===== config.mk =====
export PLATFORM = sky130hd
export DESIGN_NAME = rob_retire_unit
export DESIGN_NICKNAME = d
export VERILOG_FILES = /design/src/rtl/rob_pkg.sv /design/src/rtl/retire_select.sv /design/src/rtl/rob_retire_unit.sv
export SDC_FILE = /design/constraint.sdc
export NUM_CORES = 1
export LEC_CHECK = 0
export CAP_MARGIN = 25
export CORE_MARGIN = 5
export CORE_UTILIZATION = 38
export DETAILED_ROUTE_END_ITERATION = 8
export PLACE_DENSITY = 0.81
export SKIP_LAST_GASP = 1
export SYNTH_ARGS = -nofsm -noshare
export SYNTH_HDL_FRONTEND = slang
export SYNTH_SLANG_ARGS = --single-unit

===== constraint.sdc =====
create_clock -name clk -period 3.5 [get_ports clk]
set_input_delay 0.7 -clock clk [delete_from_list [all_inputs] [get_ports clk]]
set_output_delay 0.7 -clock clk [all_outputs]
set_load 0.01 [all_outputs]

===== src/rtl/rob_pkg.sv =====
// rob_pkg
// Shared types for the reorder-buffer retirement path.
//   retire_state_e : retirement FSM states (RUN, FLUSH, WAIT_ACK)
//   rob_entry_t    : one ROB entry as held by the ROB storage array
package rob_pkg;

  localparam int ROB_AREG_W = 5;
  localparam int ROB_DATA_W = 32;
  localparam int ROB_PC_W   = 32;

  typedef enum logic [1:0] {
    RUN      = 2'd0,
    FLUSH    = 2'd1,
    WAIT_ACK = 2'd2
  } retire_state_e;

  typedef struct packed {
    logic                  done;
    logic                  mispred;
    logic                  wen;
    logic [ROB_AREG_W-1:0] rd;
    logic [ROB_DATA_W-1:0] data;
    logic [ROB_PC_W-1:0]   target;
  } rob_entry_t;

endpackage


===== src/rtl/retire_select.sv =====
// retire_select
// Combinational lane selection for in-order retirement.
//   enable         : retirement allowed this cycle (FSM in RUN)
//   occupied       : number of valid ROB entries
//   ent_done/ent_mispred/ent_wen/ent_rd/ent_target : per-lane entry fields
//   pop            : thermometer mask of lanes retiring this cycle
//   commit_en      : per-lane architectural write enable after suppression
//   mispred_hit    : a retiring lane is a mispredicted branch
//   mispred_target : correct target of the oldest such lane
module retire_select #(
  parameter int ADDR_WIDTH = 4,
  parameter int NUM_READ   = 2,
  parameter int AREG_W     = 5,
  parameter int PC_W       = 32
) (
  input  logic                             enable,
  input  logic [ADDR_WIDTH:0]              occupied,
  input  logic [NUM_READ-1:0]              ent_done,
  input  logic [NUM_READ-1:0]              ent_mispred,
  input  logic [NUM_READ-1:0]              ent_wen,
  input  logic [NUM_READ-1:0][AREG_W-1:0]  ent_rd,
  input  logic [NUM_READ-1:0][PC_W-1:0]    ent_target,
  output logic [NUM_READ-1:0]              pop,
  output logic [NUM_READ-1:0]              commit_en,
  output logic                             mispred_hit,
  output logic [PC_W-1:0]                  mispred_target
);

  logic chain;

  // Walk lanes oldest-first; the chain breaks at the first lane that is
  // beyond the occupancy, not done, or right after a mispredicted branch.
  // Lanes past NUM_READ never exist, so occupancy is implicitly clamped.
  always_comb begin
    pop            = '0;
    mispred_hit    = 1'b0;
    mispred_target = '0;
    chain          = enable;
    for (int i = 0; i < NUM_READ; i++) begin
      if (chain && ((ADDR_WIDTH+1)'(i) < occupied) && ent_done[i]) begin
        pop[i] = 1'b1;
        if (ent_mispred[i]) begin
          mispred_hit    = 1'b1;
          mispred_target = ent_target[i];
          chain          = 1'b0;
        end
      end else begin
        chain = 1'b0;
      end
    end
  end

  // A write is dropped when a younger lane retiring in the same cycle
  // overwrites the same register; only the youngest value matters.
  always_comb begin
    commit_en = '0;
    for (int i = 0; i < NUM_READ; i++) begin
      commit_en[i] = pop[i] & ent_wen[i] & (ent_rd[i] != '0);
      for (int j = i + 1; j < NUM_READ; j++) begin
        if (pop[j] && ent_wen[j] && (ent_rd[j] == ent_rd[i])) begin
          commit_en[i] = 1'b0;
        end
      end
    end
  end

endmodule


===== src/rtl/rob_retire_unit.sv =====
// rob_retire_unit
// In-order retirement at the ROB head: pops the longest completed prefix,
// commits results to the architectural register file and squashes the
// pipeline on a retired mispredicted branch.
//   clk, reset              : clock, synchronous active-high reset
//   occupied, head_ptr      : ROB occupancy and read pointer
//   r_addr                  : ROB read addresses per lane
//   ent_*                   : entry fields read at r_addr
//   rd                      : pop mask to the FIFO controller
//   commit_valid/rd/data    : registered register-file write port
//   flush, redirect_pc      : squash pulse and fetch redirect
//   flush_ack               : squash complete
//   instret                 : retired-instruction counter
module rob_retire_unit
  import rob_pkg::*;
#(
  parameter int ADDR_WIDTH = 4,
  parameter int NUM_READ   = 2,
  parameter int AREG_W     = 5,
  parameter int DATA_W     = 32,
  parameter int PC_W       = 32
) (
  input  logic                               clk,
  input  logic                               reset,
  input  logic [ADDR_WIDTH:0]                occupied,
  input  logic [ADDR_WIDTH-1:0]              head_ptr,
  output logic [NUM_READ-1:0][ADDR_WIDTH-1:0] r_addr,
  input  logic [NUM_READ-1:0]                ent_done,
  input  logic [NUM_READ-1:0]                ent_mispred,
  input  logic [NUM_READ-1:0]                ent_wen,
  input  logic [NUM_READ-1:0][AREG_W-1:0]    ent_rd,
  input  logic [NUM_READ-1:0][DATA_W-1:0]    ent_data,
  input  logic [NUM_READ-1:0][PC_W-1:0]      ent_target,
  output logic [NUM_READ-1:0]                rd,
  output logic [NUM_READ-1:0]                commit_valid,
  output logic [NUM_READ-1:0][AREG_W-1:0]    commit_rd,
  output logic [NUM_READ-1:0][DATA_W-1:0]    commit_data,
  output logic                               flush,
  output logic [PC_W-1:0]                    redirect_pc,
  input  logic                               flush_ack,
  output logic [31:0]                        instret
);

  retire_state_e           state;
  logic [NUM_READ-1:0]     commit_en;
  logic                    mispred_hit;
  logic [PC_W-1:0]         mispred_target;
  logic [31:0]             pop_count;

  // Read addresses wrap naturally at the ROB depth.
  always_comb begin
    for (int i = 0; i < NUM_READ; i++) begin
      r_addr[i] = head_ptr + ADDR_WIDTH'(i);
    end
  end

  retire_select #(
    .ADDR_WIDTH(ADDR_WIDTH),
    .NUM_READ  (NUM_READ),
    .AREG_W    (AREG_W),
    .PC_W      (PC_W)
  ) u_select (
    .enable        (state == RUN),
    .occupied      (occupied),
    .ent_done      (ent_done),
    .ent_mispred   (ent_mispred),
    .ent_wen       (ent_wen),
    .ent_rd        (ent_rd),
    .ent_target    (ent_target),
    .pop           (rd),
    .commit_en     (commit_en),
    .mispred_hit   (mispred_hit),
    .mispred_target(mispred_target)
  );

  always_comb begin
    pop_count = '0;
    for (int i = 0; i < NUM_READ; i++) begin
      pop_count = pop_count + 32'(rd[i]);
    end
  end

  // FSM plus all registered outputs. Since retirement is gated to RUN,
  // a mispredict can only be seen in RUN, and flush is high exactly while
  // the FSM sits in FLUSH.
  always_ff @(posedge clk) begin
    if (reset) begin
      state        <= RUN;
      flush        <= 1'b0;
      redirect_pc  <= '0;
      commit_valid <= '0;
      commit_rd    <= '0;
      commit_data  <= '0;
      instret      <= '0;
    end else begin
      commit_valid <= commit_en;
      commit_rd    <= ent_rd;
      commit_data  <= ent_data;
      instret      <= instret + pop_count;
      case (state)
        RUN: begin
          flush <= 1'b0;
          if (mispred_hit) begin
            state       <= FLUSH;
            flush       <= 1'b1;
            redirect_pc <= mispred_target;
          end
        end
        FLUSH: begin
          flush <= 1'b0;
          state <= WAIT_ACK;
        end
        WAIT_ACK: begin
          flush <= 1'b0;
          if (flush_ack) begin
            state <= RUN;
          end
        end
        default: begin
          flush <= 1'b0;
          state <= RUN;
        end
      endcase
    end
  end

endmodule

Word-level counts from Yosys, hierarchy flattened

Cells that the tools add are included.

Bits in registers: 143
Bits of input ports: 156
Output and inout bits: 151

$add $sub $neg: 3
Order comparisons: 2
Equal/unequal tests: 5
Mux-type cells: 16
Bitwise logic cells: 5
Reductions and logical operators: 13

Operators with widths:

| cell                  | count |
|---|---|
| $mux W32              | 4 |
| $add A32 B2 Y32       | 1 |
| $lt A1 B5 Y1 const A  | 2 |
| $reduce_bool A5 Y1    | 2 |
| $mux W1               | 9 |
| $logic_and A1 B1 Y1   | 6 |
| $pmux W2 S3           | 1 |
| $eq A5 B5 Y1          | 1 |
| $add A4 B1 Y4 const B | 1 |
| $and A1 B1 Y1         | 4 |
| $mux W2               | 2 |
| $ne A2 B2 Y1 const B  | 2 |
| $reduce_and A2 Y1     | 2 |
| $reduce_or A2 Y1      | 2 |
| $add A1 B1 Y2         | 1 |
| $eq A2 B1 Y1 const B  | 1 |
| $eq A2 B2 Y1 const B  | 1 |
| $logic_not A2 Y1      | 1 |
| $not A1 Y1            | 1 |

Depth between registers and ports, before layout

Gate-level depths: netlist (run 1).

Depth after elaboration: 10
Depth in mapped cells: 10
Mapped depth without buffers: 8

Cells and area by module

From an unflattened synthesis (run 1), not the netlist that was laid out.

Cells, all modules: 564
Area total of the unflattened synthesis: 5432.7 um2

By module, submodules not included:

| module          | times used | cells an instance | area each (um2) | sequential area each (um2) |
|---|---|---|---|---|
| rob_retire_unit | 1          | 502               | 4887.2          | 2862.7 |
| retire_select   | 1          | 62                | 545.5           | 0.0 |

Worst setup path before layout (run 1)

Ideal clock, no wire load.

Kind: input to register
Start point: input port occupied[4]
End point: register instret[28]
Setup time: 132 ps
Arrival: 2956 ps
Required time: 3368 ps
Setup slack: 412 ps
Cell stages on the path: 10
Buffers on the path: 2
Cells stage by stage: or4_1 -> buf_2 -> o21a_1 -> fa_1 -> ha_1 -> and4_1 -> buf_2 -> nand4_1 -> or4_1 -> a21oi_1

Elaborated cells on any way between the ends: 11
Classes of those cells: add/sub: 2; order compare: 2; mux: 3; reduce/logical: 4

RTL lines:

| element                           | RTL line              | RTL |
|---|---|---|
| start: declaration                | rob_retire_unit.sv:25 | `input logic [ADDR_WIDTH:0] occupied,` |
| $lt A1 B5 Y1                      | retire_select.sv:40   | `if (chain && ((ADDR_WIDTH+1)'(i) < occupied) && ent_done[i]) begin` |
| $logic_and A1 B1 Y1 (2 in series) | retire_select.sv:40   |  |
| $mux W1                           | retire_select.sv:40   |  |
| via rd[0]                         | rob_retire_unit.sv:34 | `output logic [NUM_READ-1:0] rd,` |
| $add A1 B1 Y2                     | rob_retire_unit.sv:79 | `pop_count = pop_count + 32'(rd[i]);` |
| $add A32 B2 Y32                   | rob_retire_unit.sv:99 | `instret <= instret + pop_count;` |
| end signal: assignment            | rob_retire_unit.sv:99 |  |
| end: declaration                  | rob_retire_unit.sv:41 | `output logic [31:0] instret` |

The timed path passes the listed nets, and every way through them passes these cells.
A chain may end at the register's enable or synchronous reset.

Final worst setup path (run 1)

Start point: input port occupied[4]
End point: output port rd[0]

Longest elaborated chain between the ends: 4

Ends and longest elaborated chain:

| element                           | RTL line |
|---|---|
| $lt A1 B5 Y1                      | retire_select.sv:40 |
| $logic_and A1 B1 Y1 (2 in series) | retire_select.sv:40 |
| $mux W1                           | retire_select.sv:40 |
| end: declaration                  | rob_retire_unit.sv:34 |

Every way passes these cells.

==> summary.md, run 1 <==
| Metric | Value |
|---|---|
| Status | `finished clean` |
| Reg area | `0.00286 mm²` |
| Post-DRT Antenna Nets | `0` |
| GR Util All Layers | `0.219` |
| Unrepaired setup endpoints after global routing | `no` |
| YS warnings | `0` |
| Die H | `127 µm` |
| Worst slew pin tran | `0.955 ns` |
| Switch share | `0.224` |
| Crit path max fanout | `3` |
| R2r worst-path depth | `7` |
| Cells after Synth | `545` |
| RD Place Congestion | `0.847` |
| Worst Setup Path Type | `input port to output port` |
| DR vias | `5,126` |
| Die area | `0.0161 mm²` |
| R2R setup slack | `0.78 ns` |
| Core area | `0.0133 mm²` |
| Fin crit share | `0.963` |
| Via-to-Cell Ratio | `4.99` |
| Yosys cell types | `40` |
| CP Launch Type | `input port` |
| Antenna violations before repair | `0` |
| Sequential cell area fraction in the yosys report | `0.550` |
| Post-CTS Setup Bufs | `0` |
| Drt first-iter violations | `308` |
| Total grt overflow | `0` |
| Hold Path Origin | `redirect_pc[4]` |
| Final non-filler cell total | `1,028` |
| Crit. End Element | `output port` |
| Syn Area/Cell | `9.56 µm²` |
| Cell Count Post-Placement | `997` |
| Post-synthesis net count | `704` |
| First-pass GRT wire length | `27.8 mm` |
| First-pass iteration count of the detailed router | `4` |
| Hold Buf Count CTS | `0` |
| Clk buf depth | `2` |
| Hold slack | `0.476 ns` |
| Leading register cell type out of synthesis | `dfxtp_1` |
| Post-synthesis register bit count | `143` |
| CP arrival | `2.67 ns` |
| Worst min path class | `register to register` |
| Max-Slew Margin vs Limit | `0.363` |
| CTS root buf | `clkbuf_16` |
| H-tree depth | `4` |
| Clk sinks | `143` |
| Clk pwr share | `0.454` |
| Synthesis-to-layout area growth | `73.0%` |
| Max cap viols | `0` |
| Clock transition at path regs | `0.06 ns` |
| Cts repair resizes | `0` |
| Row Count | `42` |
| Power per cell area | `467 mW/mm²` |
| Post-synth ARST share | `0` |
| Final Routed Wirelength | `18.1 mm` |
| Hold Crit Depth | `2` |
| F_max | `0.297 GHz` |
| DRC violations left | `0` |
| Setup_tns | `0 ns` |
| Die Width | `127 µm` |
| Worst-case hold path end point | `redirect_pc[4]` |
| Internal power | `3.27 mW` |
| Final Hold Fails | `0` |
| TritonCTS clock tree | `yes` |
| EDFF count, synth | `0` |
| Sequential Power Share | `0.413` |
| WL/cell | `17.6 µm` |
| Total CTS buffers | `17` |
| Largest net degree at the start of global routing | `68` |
| Period minus WS final | `3.37 ns` |
| RR Startpoint | `state[1]` |
| Inserted Diodes | `0` |
| Final setup vio count | `0` |
| Leak | `3.27 nW` |
| FF-to-FF End | `instret[17]` |
| I/O pin total | `307` |
| Multi-input logic area | `0.00213 mm²` |
| Vias in the first global route | `5,283` |
| Layout cells sized above 1 | `0.0540` |
| Worst clock skew | `0.00677 ns` |
| Skew-Pair Late Insertion Delay | `0.41 ns` |
| Max Slew Vio Count | `0` |
| CP required | `2.80 ns` |
| Worst VDD drop | `0.307 mV` |
| Detailed placement HPWL | `13.6 mm` |
| Filler Cell Count | `1,032` |
| Buffers on Ports | `306` |
| P_sw | `0.942 mW` |
| Fin nets | `999` |
| Post-Synthesis Cell Area | `0.00521 mm²` |
| Logic gate share of total power | `0.133` |
| Initial core utilization | `0.390` |
[cell families (layout without fill, tap and decap cells)]
| group | after synthesis | after routing | share of synthesized area |
|---|---|---|---|
| multiplexers | 2 | 2 | 0.00408 |
| AND/OR/NAND/NOR | 227 | 227 | 0.241 |
| flip-flops | 143 | 143 | 0.550 |
| adder cells (fa/ha/maj) | 3 | 3 | 0.00865 |
| buffers and inverters | 44 | 351 | 0.0420 |
| XOR/XNOR | 18 | 18 | 0.0303 |
| AO/OA/AOI/OAI | 108 | 108 | 0.124 |
[routing by layer]
layer / track usage / wire [µm] / up-vias
met1: 0.230 / 6600 / 2374
met2: 0.387 / 9350 / 237
li1: - / - / 2471
met3: 0.0839 / 1500 / 44
met5: 0 / 0 / -
met4: 0.0991 / 628 / 0
[how the worst max path moves through the flow]
| stage | start | to | slack, ns | depth (start not counted) |
|---|---|---|---|---|
| after detailed placement | occupied[4] | instret[30] | -0.12 | 9 |
| after global placement | occupied[4] | instret[24] | -0.03 | 9 |
| final | occupied[4] | rd[0] | 0.13 | 5 |
| after floorplan | occupied[4] | instret[28] | 0.41 | 10 |
| after CTS | occupied[4] | rd[0] | 0.12 | 5 |
| after global routing | occupied[4] | rd[0] | 0.08 | 5 |
[worst max-delay path: stages]
cell and delay (ns):
clkdlybuf4s50_1 0.39, or4_1 0.65, o21a_1 0.26, buf_4 0.15
clkdlybuf4s50_1 0.52
[per-stage QoR]
stage               utilization  area, µm²  power [mW]  setup WS [ns]
finish                    0.675       9010        4.21          0.129
global route              0.675       9010        4.37         0.0802
CTS                       0.675       9010        4.25          0.118
detailed placement        0.628       8380        2.33         -0.124
global placement          0.628       8380        2.32        -0.0343
floorplan                     -       5210        1.94          0.412
[cells in the final DEF, fill, tap and decap left out, types with 3 or more instances in the layout]
cell	n
clkinvlp_4	4
buf_4	8
xnor2_1	7
or4_1	11
a31oi_1	33
or3_1	7
o41ai_1	3
and2_1	3
nor2_1	13
xor2_1	11
bufinv_16	4
nor2b_1	78
o31ai_1	8
clkbuf_16	17
nand3_1	11
dfxtp_1	143
nand4_1	9
inv_1	5
o21ai_0	39
and3_1	3
and4_1	10
clkdlybuf4s50_1	305
nand2_1	74
a21oi_1	20
[cell usage after synthesis (all sizes together), types with 5 or more instances]
| master | count | area, µm² |
|---|---|---|
| dfxtp | 143 | 2860 |
| nor2b | 78 | 488 |
| nand2 | 74 | 278 |
| o21ai | 39 | 195 |
| a31oi | 33 | 206 |
| a21oi | 20 | 100 |
| clkbuf | 20 | 75.1 |
| buf | 19 | 125 |
| nor2 | 13 | 48.8 |
| nand3 | 12 | 65.1 |
| or4 | 11 | 82.6 |
| xor2 | 11 | 96.3 |
| and4 | 10 | 87.6 |
| nand4 | 10 | 68.8 |
| o31ai | 8 | 60.1 |
| or3 | 7 | 43.8 |
| xnor2 | 7 | 61.3 |
| inv | 5 | 18.8 |
[power groups by stage]
stage	Clock, mW	Sequential [mW]	Combinational (mW)
final	1.91	1.74	0.561
after floorplan	0	1.81	0.136
after global routing	2.03	1.74	0.600
after CTS	1.94	1.74	0.568
after global placement	0	1.77	0.552
after detailed placement	0	1.77	0.562
[state kept, by name, indices dropped and copies added (netlist names)]
name          flops
state             2
commit_data      64
commit_rd        10
flush             1
instret          32
commit_valid      2
redirect_pc      32
[layout make-up]
cell class / instances / share of cell area
timing repair buffer: 315 / 0.350
sequential: 143 / 0.318
multi-input combinational: 358 / 0.236
clock buffer: 18 / 0.0487
tap: 176 / 0.0244
clock inverter: 13 / 0.0210
inverter: 5 / 0.00208
(Power assumes the default switching activity.)
==> inputs of run 2 (changes only) <==
HOLD_SLACK_MARGIN = 0.12   (was default)
SKIP_CTS_REPAIR_TIMING = 1   (was default)
==> results of run 2 <==
Same layout as run 1: the final DEF is identical, and so are final timing and power.
==> inputs of run 3 (changes only) <==
clock period = 3.8 ns   (was 3.5 ns; I/O delays follow)
==> summary.md, run 3 (synthesis results as in run 1) <==
| Metric | Value |
|---|---|
| WL/cell | `17.7 µm (+0.46%)` |
| Worst clock skew | `0.00649 ns (-0.000272 ns)` |
| GR Util All Layers | `0.219 (+0.000380)` |
| Layout cells sized above 1 | `0.0483 (-0.00570)` |
| Crit. End Element | `output port` |
| Top Registers | `commit_data (64), instret (32), redirect_pc (32)` |
| Core area | `0.0133 mm² (unchanged)` |
| Commonest non-fill, non-tap cell in the layout | `clkdlybuf4s50_1` |
| Status | `finished clean` |
| Fin nets | `997 (-0.20%)` |
| Max Slew Vio Count | `0 (unchanged)` |
| CP arrival | `2.61 ns (-0.06 ns)` |
| Biggest register | `commit_data` |
| Worst slew pin tran | `0.956 ns (+0.000564 ns)` |
| Filler Cell Count | `1,033 (+0.097%)` |
| Final Hold Fails | `0 (unchanged)` |
| DRC violations left | `0 (unchanged)` |
| DR vias | `5,049 (-1.5%)` |
| TritonCTS clock tree | `yes` |
| Power per cell area | `435 mW/mm² (-7.0%)` |
| Leak | `3.27 nW (+0.13%)` |
| Worst Setup Path Type | `input port to output port` |
| Largest net degree at the start of global routing | `80 (+18%)` |
| Row Count | `42 (unchanged)` |
| Worst VDD drop | `0.279 mV (-9.3%)` |
| Die H | `127 µm (unchanged)` |
| First-pass iteration count of the detailed router | `5 (+1)` |
| Clock transition at path regs | `0.05 ns (about the same)` |
| Detailed placement HPWL | `13.7 mm (+0.52%)` |
| Via-to-Cell Ratio | `4.93 (-1.2%)` |
| Final non-filler cell total | `1,025 (-0.29%)` |
| RD Place Congestion | `0.852 (+0.57%)` |
| Max cap viols | `0 (unchanged)` |
| Synthesis-to-layout area growth | `72.9% (about the same)` |
| Fin crit share | `0.887` |
| Drt first-iter violations | `255 (-17%)` |
| First-pass GRT wire length | `28.2 mm (+1.2%)` |
| CP Launch Type | `input port` |
| Final setup vio count | `0 (unchanged)` |
| Final Routed Wirelength | `18.1 mm (+0.17%)` |
| Total grt overflow | `0 (unchanged)` |
| Worst min path class | `register to register` |
| Die area | `0.0161 mm² (unchanged)` |
| Largest stage delay, worst path | `0.62 ns (-0.03 ns)` |
| Crit path max fanout | `4 (+1)` |
| Cell-by-cell trace of the critical path | `clkdlybuf4s50_1 > or4_1 > and3_1 > clkdlybuf4s50_1` |
| Finished Core Util | `0.675 (about the same)` |
| Buffers on Ports | `306 (unchanged)` |
| H-tree depth | `4 (unchanged)` |
| Crit path top cell by count | `clkdlybuf4s50_1` |
| Unrepaired setup endpoints after global routing | `no` |
| Clk buf depth | `2 (unchanged)` |
| Skew-Pair Late Insertion Delay | `0.42 ns (about the same)` |
| Vias in the first global route | `5,285 (+0.038%)` |
| CP max-delay cell | `or4_1` |
| I/O pin total | `307 (unchanged)` |
| Period minus WS final | `3.37 ns` |
| CP required | `3.04 ns (+0.24 ns)` |
| Largest register FFs | `64 (unchanged)` |
| Total CTS buffers | `17 (unchanged)` |
| Setup_tns | `0 ns (unchanged)` |
| Max-Slew Margin vs Limit | `0.362 (-0.00108)` |
| CTS root buf | `clkbuf_16` |
| Antenna violations before repair | `0 (unchanged)` |
| F_max | `0.297 GHz` |
| Die Width | `127 µm (unchanged)` |
| Cell Count Post-Placement | `994 (-0.30%)` |
| Inserted Diodes | `0 (unchanged)` |
| Clk sinks | `143 (unchanged)` |
| Initial core utilization | `0.390 (unchanged)` |
| Post-DRT Antenna Nets | `0 (unchanged)` |
| Most frequent cells in the layout | `clkdlybuf4s50_1, dfxtp_1, nor2b_1` |
[run 3: cell count changes in the layout (fill, tap and decap cells not counted), sizes merged]
cell / previous run / this run
clkinvlp: 4 / 0
buf: 10 / 8
clkbuf: 18 / 20
bufinv: 4 / 5
[run 3: path summary, 6_finish.rpt]
path	from	depth (start not counted)	slack [ns]	endpoint
max reg2reg	state[1]	8	0.92	instret[26]
max	occupied[4]	4	0.43	rd[1]
min reg2reg	redirect_pc[30]	2	0.47	redirect_pc[30]
min	redirect_pc[30]	2	0.47	redirect_pc[30]
[run 3: metrics by stage]
stage	setup slack, ns	cell area [µm²]	power (mW)	hold WS (ns)
6_report	0.429	9010	3.91	0.474
2_1_floorplan	0.652	5210	1.79	0.483
3_5_place_dp	0.0612	8350	2.15	0.467
5_1_grt	0.252	9010	4.05	0.494
3_3_place_gp	0.157	8350	2.13	0.457
4_1_cts	0.412	8980	3.94	0.475
[run 3: per-layer routing]
| layer | track usage | share of wire | vias up |
|---|---|---|---|
| li1 | - | - | 2460 |
| met5 | 0 | 0 | - |
| met1 | 0.238 | 0.37 | 2320 |
| met3 | 0.0705 | 0.086 | 36 |
| met4 | 0.0921 | 0.030 | 0 |
| met2 | 0.393 | 0.52 | 233 |
[run 3: area by class of cell]
class	count	area (µm²)	share of cell area
Multi-Input combinational cell	358	2130	0.236
Sequential cell	143	2860	0.318
Tap cell	176	220	0.0245
Timing Repair Buffer	313	3150	0.349
Clock buffer	20	447	0.0496
Inverter	5	18.8	0.00208
Clock inverter	10	186	0.0207
[run 3: critical path, delay by kind of cell]
family	cells	cell delay (ns)
and+or+nand+nor	2	0.89
buffers and inverters	2	0.95
[run 3: power breakdown]
part,total (mW),leakage (nW),internal (mW),switching (mW)
combinational,0.517,1.79,0.324,0.193
clock,1.80,0.310,1.18,0.620
sequential,1.60,1.18,1.57,0.0288
total,3.91,3.27,3.07,0.842
